$ cat src/rtl/pipe_pkg.sv
// pipe_pkg: definitions shared by the MIPS32 pipeline stage registers.
//   DEF_DATA_W / DEF_RN_W : default datapath and register-number widths
//   REG_ZERO              : register number of the hardwired-zero register $0
//   mw_ctrl_t / MW_CTRL_RST : MEM/WB control bundle and its reset value
package pipe_pkg;

  localparam int DEF_DATA_W = 32;
  localparam int DEF_RN_W   = 5;

  localparam logic [4:0] REG_ZERO = 5'd0;

  // Control half of the MEM/WB stage register. Both fields are already
  // qualified with valid when they are captured, so a bubble carries zeros.
  typedef struct packed {
    logic valid;
    logic wreg;
    logic m2reg;
  } mw_ctrl_t;

  localparam mw_ctrl_t MW_CTRL_RST = '{valid: 1'b0, wreg: 1'b0, m2reg: 1'b0};

endpackage

$ cat src/rtl/pipe_mw_stage_if.sv
// pipe_mw_stage_if: signal bundle between the MEM stage and the MEM/WB
// boundary register.
//   master : MEM side; drives stall/flush and the m* fields, sees the w* fields
//   slave  : the stage register; consumes the m* fields, drives w* and retired
//
// Pipeline control (one rule for the whole bundle): at a rising clock edge
// flush inserts a bubble and beats stall; stall holds every register; with
// neither asserted the m* fields are captured and appear on w* one cycle later.
// There is no back-pressure beyond stall: the stage always accepts.
interface pipe_mw_stage_if #(
  parameter int DATA_W = 32,
  parameter int RN_W   = 5,
  parameter int CNT_W  = 32
) ();

  logic              stall;
  logic              flush;
  logic              mvalid;
  logic              mwreg;
  logic              mm2reg;
  logic [RN_W-1:0]   mrn;
  logic [DATA_W-1:0] malu;
  logic [DATA_W-1:0] mmo;

  logic              wvalid;
  logic              wwreg;
  logic              wm2reg;
  logic [RN_W-1:0]   wrn;
  logic [DATA_W-1:0] walu;
  logic [DATA_W-1:0] wmo;
  logic [DATA_W-1:0] wdi;
  logic [CNT_W-1:0]  retired;

  modport master (
    output stall, flush, mvalid, mwreg, mm2reg, mrn, malu, mmo,
    input  wvalid, wwreg, wm2reg, wrn, walu, wmo, wdi, retired
  );

  modport slave (
    input  stall, flush, mvalid, mwreg, mm2reg, mrn, malu, mmo,
    output wvalid, wwreg, wm2reg, wrn, walu, wmo, wdi, retired
  );

endinterface

$ cat src/rtl/pipe_reg_ce.sv
// pipe_reg_ce: W-bit pipeline register.
//   clock : rising-edge clock
//   reset : asynchronous, active-high; loads RST_VAL immediately
//   clear : synchronous; loads RST_VAL at the edge, overrides en
//   en    : clock enable; q <= d when set (and clear is low)
//   d / q : data in / registered data out
module pipe_reg_ce #(
  parameter int           W       = 8,
  parameter logic [W-1:0] RST_VAL = '0
) (
  input  logic         clock,
  input  logic         reset,
  input  logic         clear,
  input  logic         en,
  input  logic [W-1:0] d,
  output logic [W-1:0] q
);

  always_ff @(posedge clock or posedge reset) begin
    if (reset) begin
      q <= RST_VAL;
    end else if (clear) begin
      q <= RST_VAL;
    end else if (en) begin
      q <= d;
    end
  end

endmodule

$ cat src/rtl/pipe_mw_stage.sv
// pipe_mw_stage: MEM/WB boundary of the 5-stage MIPS32 pipeline.
//   clock : rising-edge pipeline clock
//   reset : asynchronous, active-high
//   mw    : pipe_mw_stage_if.slave
//             in : stall, flush, mvalid, mwreg, mm2reg, mrn, malu, mmo
//             out: wvalid, wwreg (qualified RF write enable), wm2reg, wrn,
//                  walu, wmo, wdi (writeback data), retired
// wm2reg/wmo are also fed back to MEM for load-then-store forwarding.
//
// Optional feature macro RETIRE_CNT_EN: when defined, `retired` counts
// instructions captured with mvalid=1 (CNT_W bits, wraps). When undefined,
// `retired` is tied to 0.
module pipe_mw_stage
  import pipe_pkg::*;
#(
  parameter int DATA_W = DEF_DATA_W,
  parameter int RN_W   = DEF_RN_W,
  parameter int CNT_W  = 32
) (
  input  logic           clock,
  input  logic           reset,
  pipe_mw_stage_if.slave mw
);

  localparam int DBUS_W = RN_W + 2 * DATA_W;

  mw_ctrl_t          ctrl_d;
  mw_ctrl_t          ctrl_q;
  logic [DBUS_W-1:0] data_d;
  logic [DBUS_W-1:0] data_q;
  logic              capture;

  assign capture = ~mw.stall & ~mw.flush;

  // Controls are qualified with mvalid on the way in so a bubble can never
  // write the register file or select memory data.
  always_comb begin
    ctrl_d       = MW_CTRL_RST;
    ctrl_d.valid = mw.mvalid;
    ctrl_d.wreg  = mw.mwreg & mw.mvalid;
    ctrl_d.m2reg = mw.mm2reg & mw.mvalid;
  end

  assign data_d = {mw.mrn, mw.malu, mw.mmo};

  // Flush clears the control bundle even during a stall.
  pipe_reg_ce #(
    .W       ($bits(mw_ctrl_t)),
    .RST_VAL (MW_CTRL_RST)
  ) u_ctrl_reg (
    .clock (clock),
    .reset (reset),
    .clear (mw.flush),
    .en    (~mw.stall),
    .d     (ctrl_d),
    .q     (ctrl_q)
  );

  // Data fields are don't-care behind a bubble, so flush just holds them.
  pipe_reg_ce #(
    .W       (DBUS_W),
    .RST_VAL ('0)
  ) u_data_reg (
    .clock (clock),
    .reset (reset),
    .clear (1'b0),
    .en    (capture),
    .d     (data_d),
    .q     (data_q)
  );

  assign mw.wvalid = ctrl_q.valid;
  assign mw.wm2reg = ctrl_q.m2reg;
  assign mw.wrn    = data_q[DBUS_W-1 -: RN_W];
  assign mw.walu   = data_q[2*DATA_W-1 -: DATA_W];
  assign mw.wmo    = data_q[DATA_W-1:0];

  // $0 is hardwired to zero; a write to it must never reach the register file.
  assign mw.wwreg = ctrl_q.wreg & ctrl_q.valid & (mw.wrn != RN_W'(REG_ZERO));
  assign mw.wdi   = ctrl_q.m2reg ? mw.wmo : mw.walu;

`ifdef RETIRE_CNT_EN
  logic [CNT_W-1:0] retired_q;

  always_ff @(posedge clock or posedge reset) begin
    if (reset) begin
      retired_q <= '0;
    end else if (capture && mw.mvalid) begin
      retired_q <= retired_q + 1'b1;
    end
  end

  assign mw.retired = retired_q;
`else
  assign mw.retired = {CNT_W{1'b0}};
`endif

endmodule

$ cat src/flat_wrapper.sv
// flat-port wrapper written by rule: the top's interface ports become plain ports
module pipe_mw_stage_flat import pipe_pkg::*;
#(
  parameter int DATA_W = DEF_DATA_W,
  parameter int RN_W   = DEF_RN_W,
  parameter int CNT_W  = 32
)
  (clock, reset, mw_stall, mw_flush, mw_mvalid, mw_mwreg, mw_mm2reg, mw_mrn, mw_malu, mw_mmo, mw_wvalid, mw_wwreg, mw_wm2reg, mw_wrn, mw_walu, mw_wmo, mw_wdi, mw_retired);
  pipe_mw_stage_if #(.DATA_W(DATA_W), .RN_W(RN_W), .CNT_W(CNT_W)) mw_i ();
  input  logic clock;
  input  logic reset;
  input wire logic [$bits(mw_i.stall)-1:0] mw_stall;
  input wire logic [$bits(mw_i.flush)-1:0] mw_flush;
  input wire logic [$bits(mw_i.mvalid)-1:0] mw_mvalid;
  input wire logic [$bits(mw_i.mwreg)-1:0] mw_mwreg;
  input wire logic [$bits(mw_i.mm2reg)-1:0] mw_mm2reg;
  input wire logic [$bits(mw_i.mrn)-1:0] mw_mrn;
  input wire logic [$bits(mw_i.malu)-1:0] mw_malu;
  input wire logic [$bits(mw_i.mmo)-1:0] mw_mmo;
  output wire logic [$bits(mw_i.wvalid)-1:0] mw_wvalid;
  output wire logic [$bits(mw_i.wwreg)-1:0] mw_wwreg;
  output wire logic [$bits(mw_i.wm2reg)-1:0] mw_wm2reg;
  output wire logic [$bits(mw_i.wrn)-1:0] mw_wrn;
  output wire logic [$bits(mw_i.walu)-1:0] mw_walu;
  output wire logic [$bits(mw_i.wmo)-1:0] mw_wmo;
  output wire logic [$bits(mw_i.wdi)-1:0] mw_wdi;
  output wire logic [$bits(mw_i.retired)-1:0] mw_retired;
  assign mw_i.stall = mw_stall;
  assign mw_i.flush = mw_flush;
  assign mw_i.mvalid = mw_mvalid;
  assign mw_i.mwreg = mw_mwreg;
  assign mw_i.mm2reg = mw_mm2reg;
  assign mw_i.mrn = mw_mrn;
  assign mw_i.malu = mw_malu;
  assign mw_i.mmo = mw_mmo;
  assign mw_wvalid = mw_i.wvalid;
  assign mw_wwreg = mw_i.wwreg;
  assign mw_wm2reg = mw_i.wm2reg;
  assign mw_wrn = mw_i.wrn;
  assign mw_walu = mw_i.walu;
  assign mw_wmo = mw_i.wmo;
  assign mw_wdi = mw_i.wdi;
  assign mw_retired = mw_i.retired;
  pipe_mw_stage #(.DATA_W(DATA_W), .RN_W(RN_W), .CNT_W(CNT_W)) u_core (.clock(clock), .reset(reset), .mw(mw_i));
endmodule
$ cat config.mk
export PLATFORM = sky130hd
export DESIGN_NAME = pipe_mw_stage_flat
export DESIGN_NICKNAME = d
export VERILOG_FILES = /design/src/rtl/pipe_pkg.sv /design/src/rtl/pipe_mw_stage_if.sv /design/src/rtl/pipe_reg_ce.sv /design/src/rtl/pipe_mw_stage.sv /design/src/flat_wrapper.sv
export SDC_FILE = /design/constraint.sdc
export NUM_CORES = 1
export LEC_CHECK = 0
export BUFFER_PORTS_ARGS = -buffer_cell sky130_fd_sc_hd__clkbuf_2
export CORE_MARGIN = 5
export CORE_UTILIZATION = 43
export DETAILED_ROUTE_END_ITERATION = 8
export GPL_TIMING_DRIVEN = 0
export PLACE_DENSITY = 0.88
export SLEW_MARGIN = 20
export SYNTH_ARGS = -nofsm -noshare
export SYNTH_HDL_FRONTEND = slang
export SYNTH_SLANG_ARGS = --single-unit
export TNS_END_PERCENT = 20
$ cat constraint.sdc
create_clock -name clock -period 3.75 [get_ports clock]
set_input_delay 1.125 -clock clock [delete_from_list [all_inputs] [get_ports clock]]
set_output_delay 1.125 -clock clock [all_outputs]
set_load 0.02 [all_outputs]
# Word level (Yosys, flattened, before mapping)
# Cells that the tools add are included.
# word_totals
register_bits	72
in_bits	76
output_inout_bits	136
wordCells	14
# classes
eq_ne	1
muxes	3
n_bitwise	7
reduce_logical	1
# op_table
op	count
two-way mux 32 bit	1
two-way mux 3 bit	2
AND 1 bit	5
nonzero test 5 bit	1
inequality test 2 x 1 -> 1 bit, second input constant	1
inverter 1 bit	2

# Logic depth before layout (Yosys ltp)
# depth
ltp_word	3
depth_mapped	4
ltp_nobuf	2

# Modules after synthesis
# A second synthesis with hierarchy kept.
# unflattened
hier_cells	309
area_unflattened_um2	3590.9
# modules_own_cells
module	n_inst	cells_each	area_each_um2	seq_area_each_um2
pipe_reg_ce (u_core.u_data_reg)	1	224	2788.9	1726.7
pipe_mw_stage	1	75	681.9	0.0
pipe_reg_ce (u_core.u_ctrl_reg)	1	10	120.1	75.1

# Worst setup path after synthesis
# Ideal clock, no wire load.
# synth_timing
path_kind	register to output
start	register u_core.u_ctrl_reg.q[0]
end	output mw_wdi[0]
arrival_ns	1.292
required_ns	2.625
slack_ns	1.333
stages_incl_launch_ff	4
n_path_buf	2
cell_sequence	dfrtp_1 > clkbuf_1 > buf_2 > mux2_2
# synth_between
elab_chain_cells	1
# synth_rtl
element	line_no	text
start: declaration	pipe_reg_ce.sv:16	output logic [W-1:0] q
start signal: assignment	pipe_reg_ce.sv:21	q <= RST_VAL;
start signal: assignment	pipe_reg_ce.sv:23	q <= RST_VAL;
start signal: assignment	pipe_reg_ce.sv:25	q <= d;
two-way mux 32 bit	pipe_mw_stage.sv:80	assign mw.wdi = ctrl_q.m2reg ? mw.wmo : mw.walu;
end: declaration	flat_wrapper.sv:26	output wire logic [$bits(mw_i.wdi)-1:0] mw_wdi;
# Every way passes these cells.

# Worst setup path in the final report
# layout_timing
start	register u_core.u_ctrl_reg.q[0]
end	output mw_wdi[10]
# Same word-level chain as after synthesis.

==> flow_summary.yaml <==
clock_network:
  cts_tree: "yes"
  cts_hold_buf: 0
  h-tree-depth: 3
  cts_buffer_depth: 2
  post_cts_buffers: 0
  ctsRootBufferMaster: "clkbuf_8"
  clk_latency_ns: 0.33
  path_clk_slew_ns: 0.07
  cts_buffers: 9
  cts_sinks: 72
  cts_resized: 0
logic_synthesis:
  ys_types: 17
  yosysWarnings: 0
  avgSynthCellArea_um2: 14.7
  synthesis.area_um2: 3360
  syn_inst: 229
  yosysSeqAreaShare_pct: 53.6
  synth_seq_cells: 72
die:
  rows: 32
  fp.dieW_um: 98.4
  ios: 212
  die_area_um2: 9680
  initial_core_util_pct: 43.7
  die_y_um: 98.4
  core_um2: 7690
placed_design:
  dp_slack_ns: 1.10
  place.detailed.hpwl_um: 6930
  port_buffers: 179
  dp_cells: 542
  gp_congestion: 0.809
global_routing:
  overflow: 0
  grt_max_degree: 38
  grt.total_usage_pct: 18.1
  grt_pass1_wl_um: 14000
  grt_pass1_vias: 2723
  grt_antenna_before_repair: 0
setup_path:
  cp.arrival_ns: 1.86
  endpoint_kind: "output pin"
  crit_start: "u_core.u_ctrl_reg.q[0]$_DFFE_PP0P_"
  r2r_cells: 4
  crit_path_max_incr_delay_ns: 0.38
  cp-start-kind: "register"
  r2r_start: "u_core.u_ctrl_reg.q[0]$_DFFE_PP0P_"
  crit_family: "buffers and inverters"
  cp.depth: 4
  cp_max_fo: 10
  path_buf_inv: 3
  slowest_stage: "mux2_2"
  worst_ep_required_time_ns: 2.62
  path_class: "reg -> out"
  crit_chain: "clkbuf_1 > buf_2 > mux2_2 > clkbuf_2"
power_and_ir_drop:
  power_density_nw_per_um2: 479
  clock_power_share_pct: 24.3
  p_comb_share_pct: 32.3
  p_switching_mw: 0.760
  power.internal_mw: 1.49
  ir_drop_mv: 0.257
  sw_frac_of_total_pct: 33.8
  p_leak_nw: 2.47
  power.share.sequential_pct: 43.4
drt:
  viasPerCell: 4.56
  drc: 0
  drt-total-wl_um: 8690
  dr.first_iter.drc_count: 30
  ant_nets: 0
  first_pass_iters: 4
  vias: 2538
  post_drt_wl_per_cell_um: 15.6
min_path:
  hold_path_class: "reg -> reg"
  min-delay-start: "u_core.u_data_reg.q[36]$_DFFE_PP0P_"
  worstHoldPathCells: 1
final_layout:
  stdcell_count: 556
  layout_common_cells: "179 x clkbuf_2, 91 x mux2_2, 72 x dfrtp_1"
  final_common_cell: "clkbuf_2"
  num_antenna_cells: 0
  area_growth_syn_to_layout_pct: 39.7
  layout-drive-gt1-share_pct: 74.2
  fin_nets: 527
run_status:
  status: "finished, final reports clean"
sta:
  rsz0062_at_grt: "false"
  fin_ws_ns: 0.770
  tns_ns: 0
  clock_skew_ns: 0
  finalSetupViolCount: 0
  hold_viol_final: 0
  fin_crit_ns: 2.98
  slew_violations: 0
  finalCritPeriodShare_pct: 79.5
  fmax_mhz: 336
run:
  maxCapViolCount: 0
power groups by stage:
stage | combinational, mW | clock (mW) | sequential [mW]
global route | 0.774 | 0.605 | 0.995
global placement | 0.715 | 0 | 0.981
CTS | 0.734 | 0.569 | 0.979
floorplan | 0.342 | 0 | 1.11
finish | 0.726 | 0.546 | 0.978
detailed placement | 0.733 | 0 | 0.992
kinds of logic (layout without fill, tap and decap cells):
logic type             after synthesis  count (layout)  synth area share, %
multiplexers                       102             102                 35.3
flip-flops                          72              72                 53.6
buffers and inverters               44             238                 9.24
AO/OA/AOI/OAI                        3               3                0.596
AND/OR/NAND/NOR                      7               7                 1.15
other                                1              32                0.112
stage by stage:
stage / area, um2 / total power [mW] / hold slack [ns] / utilization [%]
2_1_floorplan: 3480 / 1.45 / 0.498 / -
3_3_place_gp: 4500 / 1.70 / 0.508 / 58.5
3_5_place_dp: 4520 / 1.72 / 0.520 / 58.8
4_1_cts: 4690 / 2.28 / 0.537 / 61.1
5_1_grt: 4690 / 2.37 / 0.551 / 61.1
6_report: 4690 / 2.25 / 0.532 / 61.1
synthesized netlist by cell type:
cell type | n | area (um2)
conb_1 | 1 | 3.75
dfrtp_1 | 72 | 1800
buf_4 | 32 | 240
mux2i_1 | 1 | 10.0
nand2_1 | 2 | 7.51
o311a_1 | 1 | 10.0
nor2_1 | 1 | 3.75
clkbuf_1 | 1 | 3.75
nand3b_1 | 2 | 15.0
buf_2 | 8 | 40.0
a21oi_1 | 2 | 10.0
nor2_2 | 1 | 6.26
or3_1 | 1 | 6.26
buf_6 | 2 | 22.5
inv_1 | 1 | 3.75
mux2_2 | 91 | 1020
mux2_4 | 10 | 150
worst register-to-register path, stage by stage, from the launching register on:
cell and delay, ns:
dfrtp_1 0.34, clkbuf_1 0.31, buf_2 0.34, nand2_1 0.08
a21oi_1 0.18
worst paths after layout:
| kind | endpoint | slack (ns) |
|---|---|---|
| setup / recovery | mw_wdi[10] | 0.77 |
| hold / removal | u_core.u_data_reg.q[36]$_DFFE_PP0P_ | 0.53 |
| setup reg to reg | u_core.u_ctrl_reg.q[0]$_DFFE_PP0P_ | 2.42 |
| hold reg to reg | u_core.u_data_reg.q[36]$_DFFE_PP0P_ | 0.53 |
| max in group asynchronous | u_core.u_data_reg.q[0]$_DFFE_PP0P_ | 2.40 |
| min in group asynchronous | u_core.u_data_reg.q[13]$_DFFE_PP0P_ | 0.80 |
routing by layer:
metal	wire (um)	track usage (%)	up-vias
met2	4550	31.3	129
met3	824	6.00	5
met4	39	5.67	0
li1	-	-	1187
met1	3280	21.4	1217
met5	0	0	-
state kept, by name (all words and copies together) (netlist names):
| register | cells |
|---|---|
| u_core.u_data_reg.q | 69 |
| u_core.u_ctrl_reg.q | 3 |
layout make-up:
cell class | count | area (um2)
buffer | 43 | 307
clock buffer | 14 | 173
fill | 628 | 2990
inverter | 1 | 6.26
multi-input combinational | 144 | 1360
sequential | 72 | 1800
tap | 102 | 128
timing repair buffer | 180 | 916
(Power assumes the default switching activity.)
